<file path="src/rtl/freq_meas_pkg.sv">
// Shared types and constants for the frequency-counter measurement sequencer.
// Holds the sequencer state encoding, counter register map and bus command record.
package freq_meas_pkg;

  localparam logic [31:0] FM_CTRL_ADDR   = 32'h8;
  localparam logic [31:0] FM_RESULT_ADDR = 32'h9;
  localparam logic [31:0] FM_RST_CMD     = 32'h01;
  localparam logic [31:0] FM_START_CMD   = 32'h80;
  localparam int unsigned FM_MAX_RETRY   = 3;
  localparam int unsigned FM_ACK_TIMEOUT = 16;

  typedef enum logic [2:0] {
    ST_IDLE,
    ST_WR_RST,
    ST_WR_START,
    ST_GATE,
    ST_RD_RES,
    ST_DONE,
    ST_ERROR
  } seq_state_e;

  typedef enum logic [1:0] {
    XF_IDLE,
    XF_BUS,
    XF_GAP
  } xfer_phase_e;

  typedef struct packed {
    logic [31:0] adr;
    logic [31:0] dat;
    logic        we;
  } bus_cmd_t;

  function automatic bus_cmd_t make_cmd(input logic [31:0] adr, input logic [31:0] dat,
                                        input logic we);
    bus_cmd_t c;
    c.adr = adr;
    c.dat = dat;
    c.we  = we;
    return c;
  endfunction

endpackage

</file>
<file path="src/rtl/freq_meas_sequencer_wb_master_xfer.sv">
// Single-transfer Wishbone classic master: launches one access, handles retry and
// timeout, and reports a one-cycle done or fail pulse back to the sequencer.
module wb_master_xfer
  import freq_meas_pkg::*;
#(
  parameter int unsigned MAX_RETRY   = FM_MAX_RETRY,
  parameter int unsigned ACK_TIMEOUT = FM_ACK_TIMEOUT
) (
  input  logic        clk_i,
  input  logic        rstn_i,
  input  logic        launch_i,
  input  bus_cmd_t    cmd_i,
  input  logic        ack_i,
  input  logic        err_i,
  input  logic        rty_i,
  output logic [31:0] adr_o,
  output logic [31:0] dat_o,
  output logic        we_o,
  output logic [3:0]  sel_o,
  output logic        cyc_o,
  output logic        stb_o,
  output logic        ack_ok_o,
  output logic        done_o,
  output logic        fail_o
);

  localparam int unsigned RTY_W = (MAX_RETRY > 1) ? $clog2(MAX_RETRY + 1) : 1;
  localparam int unsigned TMO_W = (ACK_TIMEOUT > 2) ? $clog2(ACK_TIMEOUT) : 1;
  localparam logic [RTY_W-1:0] RTY_LAST = RTY_W'(MAX_RETRY);
  localparam logic [TMO_W-1:0] TMO_LAST = TMO_W'(ACK_TIMEOUT - 1);

  xfer_phase_e      phase_q;
  bus_cmd_t         cmd_q;
  logic             bus_q;
  logic             done_q;
  logic             fail_q;
  logic [RTY_W-1:0] rty_cnt_q;
  logic [TMO_W-1:0] tmo_cnt_q;

  always_ff @(posedge clk_i or negedge rstn_i) begin
    if (!rstn_i) begin
      phase_q   <= XF_IDLE;
      cmd_q     <= '0;
      bus_q     <= 1'b0;
      done_q    <= 1'b0;
      fail_q    <= 1'b0;
      rty_cnt_q <= '0;
      tmo_cnt_q <= '0;
    end else begin
      done_q <= 1'b0;
      fail_q <= 1'b0;
      if (launch_i) begin
        phase_q   <= XF_BUS;
        cmd_q     <= cmd_i;
        bus_q     <= 1'b1;
        rty_cnt_q <= '0;
        tmo_cnt_q <= '0;
      end else begin
        case (phase_q)
          XF_BUS: begin
            // Termination priority is err > rty > ack.
            if (err_i) begin
              bus_q   <= 1'b0;
              phase_q <= XF_IDLE;
              fail_q  <= 1'b1;
            end else if (rty_i) begin
              bus_q     <= 1'b0;
              tmo_cnt_q <= '0;
              if (rty_cnt_q == RTY_LAST) begin
                phase_q <= XF_IDLE;
                fail_q  <= 1'b1;
              end else begin
                rty_cnt_q <= rty_cnt_q + RTY_W'(1);
                phase_q   <= XF_GAP;
              end
            end else if (ack_i) begin
              bus_q   <= 1'b0;
              phase_q <= XF_IDLE;
              done_q  <= 1'b1;
            end else if (tmo_cnt_q == TMO_LAST) begin
              bus_q   <= 1'b0;
              phase_q <= XF_IDLE;
              fail_q  <= 1'b1;
            end else begin
              tmo_cnt_q <= tmo_cnt_q + TMO_W'(1);
            end
          end
          XF_GAP: begin
            bus_q   <= 1'b1;
            phase_q <= XF_BUS;
          end
          default: ;
        endcase
      end
    end
  end

  assign adr_o    = cmd_q.adr;
  assign dat_o    = cmd_q.dat;
  assign we_o     = cmd_q.we;
  assign sel_o    = bus_q ? 4'hF : 4'h0;
  assign cyc_o    = bus_q;
  assign stb_o    = bus_q;
  assign ack_ok_o = (phase_q == XF_BUS) && ack_i && !err_i && !rty_i;
  assign done_o   = done_q;
  assign fail_o   = fail_q;

endmodule

</file>
<file path="src/rtl/freq_meas_sequencer.sv">
// Autonomous measurement sequencer: resets and starts the frequency counter over
// Wishbone, waits the gate time, reads the count and publishes it with a strobe.
module freq_meas_sequencer
  import freq_meas_pkg::*;
#(
  parameter logic [31:0] CTRL_ADDR   = FM_CTRL_ADDR,
  parameter logic [31:0] RESULT_ADDR = FM_RESULT_ADDR,
  parameter logic [31:0] RST_CMD     = FM_RST_CMD,
  parameter logic [31:0] START_CMD   = FM_START_CMD,
  parameter int unsigned MAX_RETRY   = FM_MAX_RETRY,
  parameter int unsigned ACK_TIMEOUT = FM_ACK_TIMEOUT
) (
  input  logic        clk_i,
  input  logic        rstn_i,
  input  logic        start_i,
  input  logic        continuous_i,
  input  logic        abort_i,
  input  logic [31:0] gate_cycles_i,
  output logic [31:0] adr_o,
  output logic [31:0] dat_o,
  input  logic [31:0] dat_i,
  output logic        we_o,
  output logic [3:0]  sel_o,
  output logic        cyc_o,
  output logic        stb_o,
  input  logic        ack_i,
  input  logic        err_i,
  input  logic        rty_i,
  output logic [31:0] result_o,
  output logic        result_valid_o,
  output logic        busy_o,
  output logic        error_o
);

  seq_state_e  state_q;
  seq_state_e  state_d;
  logic        error_q;
  logic        busy_q;
  logic        valid_q;
  logic [31:0] result_q;
  logic [31:0] gate_q;
  logic [31:0] gate_cnt_q;
  logic        launch;
  bus_cmd_t    launch_cmd;
  logic        xfer_done;
  logic        xfer_fail;
  logic        xfer_ack_ok;

  always_comb begin
    state_d = state_q;
    case (state_q)
      ST_IDLE:
        if (start_i || (continuous_i && !abort_i && !error_q)) state_d = ST_WR_RST;
      ST_ERROR:
        if (start_i) state_d = ST_WR_RST;
      ST_WR_RST:
        if (xfer_fail) state_d = ST_ERROR;
        else if (xfer_done) state_d = abort_i ? ST_IDLE : ST_WR_START;
      ST_WR_START:
        if (xfer_fail) state_d = ST_ERROR;
        else if (xfer_done) state_d = abort_i ? ST_IDLE : ST_GATE;
      ST_GATE:
        if (abort_i) state_d = ST_IDLE;
        else if (gate_cnt_q == 32'd1) state_d = ST_RD_RES;
      ST_RD_RES:
        if (xfer_fail) state_d = ST_ERROR;
        else if (xfer_done) state_d = abort_i ? ST_IDLE : ST_DONE;
      ST_DONE:
        state_d = (continuous_i && !abort_i) ? ST_WR_RST : ST_IDLE;
      default:
        state_d = ST_IDLE;
    endcase
  end

  // The bus engine must raise stb on the same edge the bus state is entered.
  always_comb begin
    launch = (state_d != state_q) && (state_d inside {ST_WR_RST, ST_WR_START, ST_RD_RES});
    case (state_d)
      ST_WR_RST:   launch_cmd = make_cmd(CTRL_ADDR, RST_CMD, 1'b1);
      ST_WR_START: launch_cmd = make_cmd(CTRL_ADDR, START_CMD, 1'b1);
      ST_RD_RES:   launch_cmd = make_cmd(RESULT_ADDR, 32'h0, 1'b0);
      default:     launch_cmd = make_cmd(32'h0, 32'h0, 1'b0);
    endcase
  end

  always_ff @(posedge clk_i or negedge rstn_i) begin
    if (!rstn_i) begin
      state_q    <= ST_IDLE;
      error_q    <= 1'b0;
      busy_q     <= 1'b0;
      valid_q    <= 1'b0;
      result_q   <= '0;
      gate_q     <= '0;
      gate_cnt_q <= '0;
    end else begin
      state_q <= state_d;
      error_q <= (state_d == ST_ERROR);
      busy_q  <= (state_d != ST_IDLE) && (state_d != ST_ERROR);
      valid_q <= (state_d == ST_DONE);
      if (state_d == ST_WR_RST && state_q != ST_WR_RST)
        gate_q <= (gate_cycles_i == 32'd0) ? 32'd1 : gate_cycles_i;
      if (state_d == ST_GATE && state_q != ST_GATE)
        gate_cnt_q <= gate_q;
      else if (state_q == ST_GATE)
        gate_cnt_q <= gate_cnt_q - 32'd1;
      if (state_q == ST_RD_RES && xfer_ack_ok)
        result_q <= dat_i;
    end
  end

  wb_master_xfer #(
    .MAX_RETRY  (MAX_RETRY),
    .ACK_TIMEOUT(ACK_TIMEOUT)
  ) u_xfer (
    .clk_i   (clk_i),
    .rstn_i  (rstn_i),
    .launch_i(launch),
    .cmd_i   (launch_cmd),
    .ack_i   (ack_i),
    .err_i   (err_i),
    .rty_i   (rty_i),
    .adr_o   (adr_o),
    .dat_o   (dat_o),
    .we_o    (we_o),
    .sel_o   (sel_o),
    .cyc_o   (cyc_o),
    .stb_o   (stb_o),
    .ack_ok_o(xfer_ack_ok),
    .done_o  (xfer_done),
    .fail_o  (xfer_fail)
  );

  assign result_o       = result_q;
  assign result_valid_o = valid_q;
  assign busy_o         = busy_q;
  assign error_o        = error_q;

endmodule

</file>
<file path="config.mk">
export PLATFORM = sky130hd
export DESIGN_NAME = freq_meas_sequencer
export DESIGN_NICKNAME = d
export VERILOG_FILES = /design/src/rtl/freq_meas_pkg.sv /design/src/rtl/freq_meas_sequencer_wb_master_xfer.sv /design/src/rtl/freq_meas_sequencer.sv
export SDC_FILE = /design/constraint.sdc
export NUM_CORES = 1
export LEC_CHECK = 0
export ABC_CLOCK_PERIOD_IN_PS = 4900
export CORE_ASPECT_RATIO = 1.75
export CORE_MARGIN = 1
export CORE_UTILIZATION = 51
export CTS_CLUSTER_DIAMETER = 40
export CTS_CLUSTER_SIZE = 25
export DETAILED_ROUTE_END_ITERATION = 8
export PLACE_DENSITY = 0.95
export SETUP_SLACK_MARGIN = 0.05
export SYNTH_ARGS = -nofsm -noshare
export SYNTH_HDL_FRONTEND = slang
export SYNTH_SLANG_ARGS = --single-unit
</file>
<file path="constraint.sdc">
create_clock -name clk_i -period 4.9 [get_ports clk_i]
set_input_delay 1.47 -clock clk_i [delete_from_list [all_inputs] [get_ports clk_i]]
set_output_delay 1.47 -clock clk_i [all_outputs]
set_load 0.01 [all_outputs]
</file>
==> flow_summary_export.csv <==
group,metric,value,unit
job,max_cap_violations,0,
clock_tree,cts_tree,"done",
synthesis,synthDistinctLibCells,63,
clock_tree,h-tree-depth,4,
layout,area_growth,27.4,%
layout,fin_nets,731,
global_route,gr-total-overflow,0,
power,p_switching,1.80,mW
layout,seq_area,2930,um2
sta,slew_viol_final,0,
sta,finClkSkew,0.0119,ns
clock_tree,numCtsBuffers,17,
die,num_rows,51,
power,combPwrFrac,0.402,
sta,hold_viol,0,
synthesis,synthArstFlopShare,1.00,
power,peakVddDrop,0.463,mV
route,drt_iter0_drc,257,
worst_setup_path,worst-path-buf-inv,1,
sta,setup_ws,1.01,ns
die,die_area,12100,um2
worst_setup_path,worstPathCellList,"clkdlybuf4s50_1 > or3b_2 > a211oi_2 > a21oi_1 > or2_2 > mux2_2 > a221o_1",
route,via_count,4501,
synthesis,avgSynthCellArea,11.1,um2
worst_setup_path,arrival,4.19,ns
sta,setup_viol,0,
global_route,grt_pass1_vias,4612,
sta,min_period,3.89,ns
layout,postLayoutCoreUtil,0.674,
sta,whs,0.471,ns
global_route,grt_max_degree,53,
sta,grt_setup_unrepaired,"no",
clock_tree,root_buffer,"clkbuf_16",
power,clockPowerShare,0.242,
sta,fmax,0.257,GHz
worst_setup_path,critPathKind,"primary input to flip-flop",
place,dp_hpwl,10.1,mm
layout,fillers,809,
global_route,antenna_found_initial,0,
worst_setup_path,slowest_stage,"clkdlybuf4s50_1",
layout,design_area,7570,um2
synthesis,synthTopCellsByCount,"117 x dfrtp_1, 66 x buf_4, 66 x mux2_2, 35 x nand2_1, 29 x nor2_1",
worst_setup_path,worst_ep_required_time,5.20,ns
synthesis,ys_ff_latch,117,
sta,fin_crit_sh,0.795,
worst_setup_path,critPathTopFamily,"simple AND/OR/NAND/NOR gates",
clock_tree,cts.path.max_buffers,2,
synthesis,yosysMostFrequentCell,"dfrtp_1",
worst_setup_path,path_max_fanout,21,
synthesis,syn_inst,537,
clock_tree,post-cts-setup-buffer-count,0,
worst_setup_path,end_kind,"flip-flop",
die,core,11200,um2
power,powerDensity,659,nW/um2
layout,multi_input_area,2620,um2
power,seq_power_share,0.356,
synthesis,synth-seq-area-share,0.493,
route,ant_nets,0,
route,wl,13.9,mm
clock_tree,hold_buffers,0,
die,io_pins,178,
synthesis,yosysTopAreaCell,"dfrtp_1",
sta,tns,0,ns
clock_tree,clk_latency,0.42,ns
route,drc,0,
place,post_dp_cell_area,6990,um2
layout,antenna_cells,0,
die,die_height,145,um
clock_tree,cts_resized,0,
route,via_per_inst,5.63,
synthesis,yosys.area.top_type_share,0.493,
place,routabilityCongestion,0.866,
synthesis,synth_area,5940,um2
sta,tightestPinTransition,0.806,ns
synthesis,synth_area_leaders,"dfrtp_1 49%, mux2_2 13%, buf_4 8.3%",
clock_tree,cts_sinks,117,
die,start_util,0.529,
power,intPower,3.19,mW
synthesis,synth_flop_cell,"dfrtp_1",
synthesis,ys_warn_count,0,
synthesis,synth_enable_flop_cells,0,
clock_tree,clk_pin_slew_worst_paths,0.05,ns
layout,final_layout_size_suffix_gt1_frac,0.196,
place,dpl_worst_slack,0.624,ns
global_route,grt_usage,0.237,
sta,slew_headroom,0.459,
route,dr.pass1.iters,4,
hold_path,hold_path.class,"flip-flop to flip-flop",
route,wl_per_cell,17.4,um
global_route,grt_pass1_wl,22.4,mm
worst_setup_path,cpPeakStageDelay,0.55,ns
power,p_leak,3.32,nW
die,dieWidth,83.6,um
worst_setup_path,crit_path_start_kind,"primary input",
power,switching_share,0.361,
run_status,status,"complete, no violations",
place,port_buffers,117,
==> stage by stage <==
stage                     power [mW]  cells
after floorplan                 3.10    596
after global placement          3.62    768
after detailed placement        3.75    768
after CTS                       5.00    800
after global routing            5.27    800
final                           4.99    800
==> sequential cells by signal, summed over array words and instances (netlist names) <==
| name | flops |
|---|---|
| result_o | 32 |
| result_valid_o | 1 |
| state_q | 3 |
| u_xfer.cyc_o | 1 |
| u_xfer.adr_o | 2 |
| busy_o | 1 |
| u_xfer.tmo_cnt_q | 4 |
| gate_q | 32 |
| gate_cnt_q | 32 |
| u_xfer.done_o | 1 |
| u_xfer.we_o | 1 |
| u_xfer.rty_cnt_q | 2 |
| error_o | 1 |
| u_xfer.fail_o | 1 |
| u_xfer.dat_o | 2 |
| u_xfer.phase_q | 1 |
==> path summary, 6_finish.rpt <==
kind	startpoint	to	slack (ns)	cells past startpoint
max reg2reg	state_q[1]	gate_cnt_q[30]	2.02	6
min in group asynchronous	rstn_i	gate_q[27]	1.07	1
min	u_xfer.adr_o[3]	u_xfer.adr_o[3]	0.47	1
max in group asynchronous	rstn_i	gate_q[6]	2.90	2
min reg2reg	u_xfer.adr_o[3]	u_xfer.adr_o[3]	0.47	1
max	abort_i	gate_cnt_q[24]	1.01	7
==> power by group through the flow <==
| stage | logic [mW] | clock network, mW | registers (mW) |
|---|---|---|---|
| 2_1_floorplan | 1.42 | 0 | 1.68 |
| 3_3_place_gp | 1.89 | 0 | 1.73 |
| 3_5_place_dp | 1.99 | 0 | 1.76 |
| 4_1_cts | 2.01 | 1.23 | 1.76 |
| 5_1_grt | 2.18 | 1.27 | 1.83 |
| 6_report | 2.01 | 1.21 | 1.77 |
==> cell usage in the layout, fill, tap and decap left out, types with 13 or more instances in the layout <==
cell type,count
clkbuf_16,17
clkdlybuf4s50_1,116
conb_1,60
dfrtp_1,117
mux2_2,66
nand2_1,35
nand3_1,13
nor2_1,27
nor3_1,18
==> metal layers <==
metal,global-route usage,vias to the layer above,part of all wire
met5,0,-,0
met1,0.251,2208,0.35
li1,-,2044,-
met4,0.128,0,0.038
met3,0.0732,40,0.058
met2,0.422,209,0.55
==> worst reg2reg max path: cells and delay by family (launching register included) <==
family | cells | cell delay [ns]
XOR/XNOR | 1 | 0.20
AO/OA/AOI/OAI | 1 | 0.22
AND/OR/NAND/NOR | 4 | 1.75
flip-flops | 1 | 0.63
==> layout make-up <==
cell class	count	share of cell area
clock buffer	17	0.0562
clock inverter	15	0.0207
inverter	10	0.00496
multi-input combinational	383	0.346
sequential	117	0.387
tap	132	0.0218
timing repair buffer	126	0.163
==> kinds of logic after synthesis <==
kind of cell	share of synthesized area
AND/OR/NAND/NOR	0.164
flip-flops	0.493
multiplexers	0.128
XOR/XNOR	0.0192
buffers and inverters	0.104
other	0.000631
AO/OA/AOI/OAI	0.0823
adder cells (fa/ha/maj)	0.00842
(Power assumes the default switching activity.)
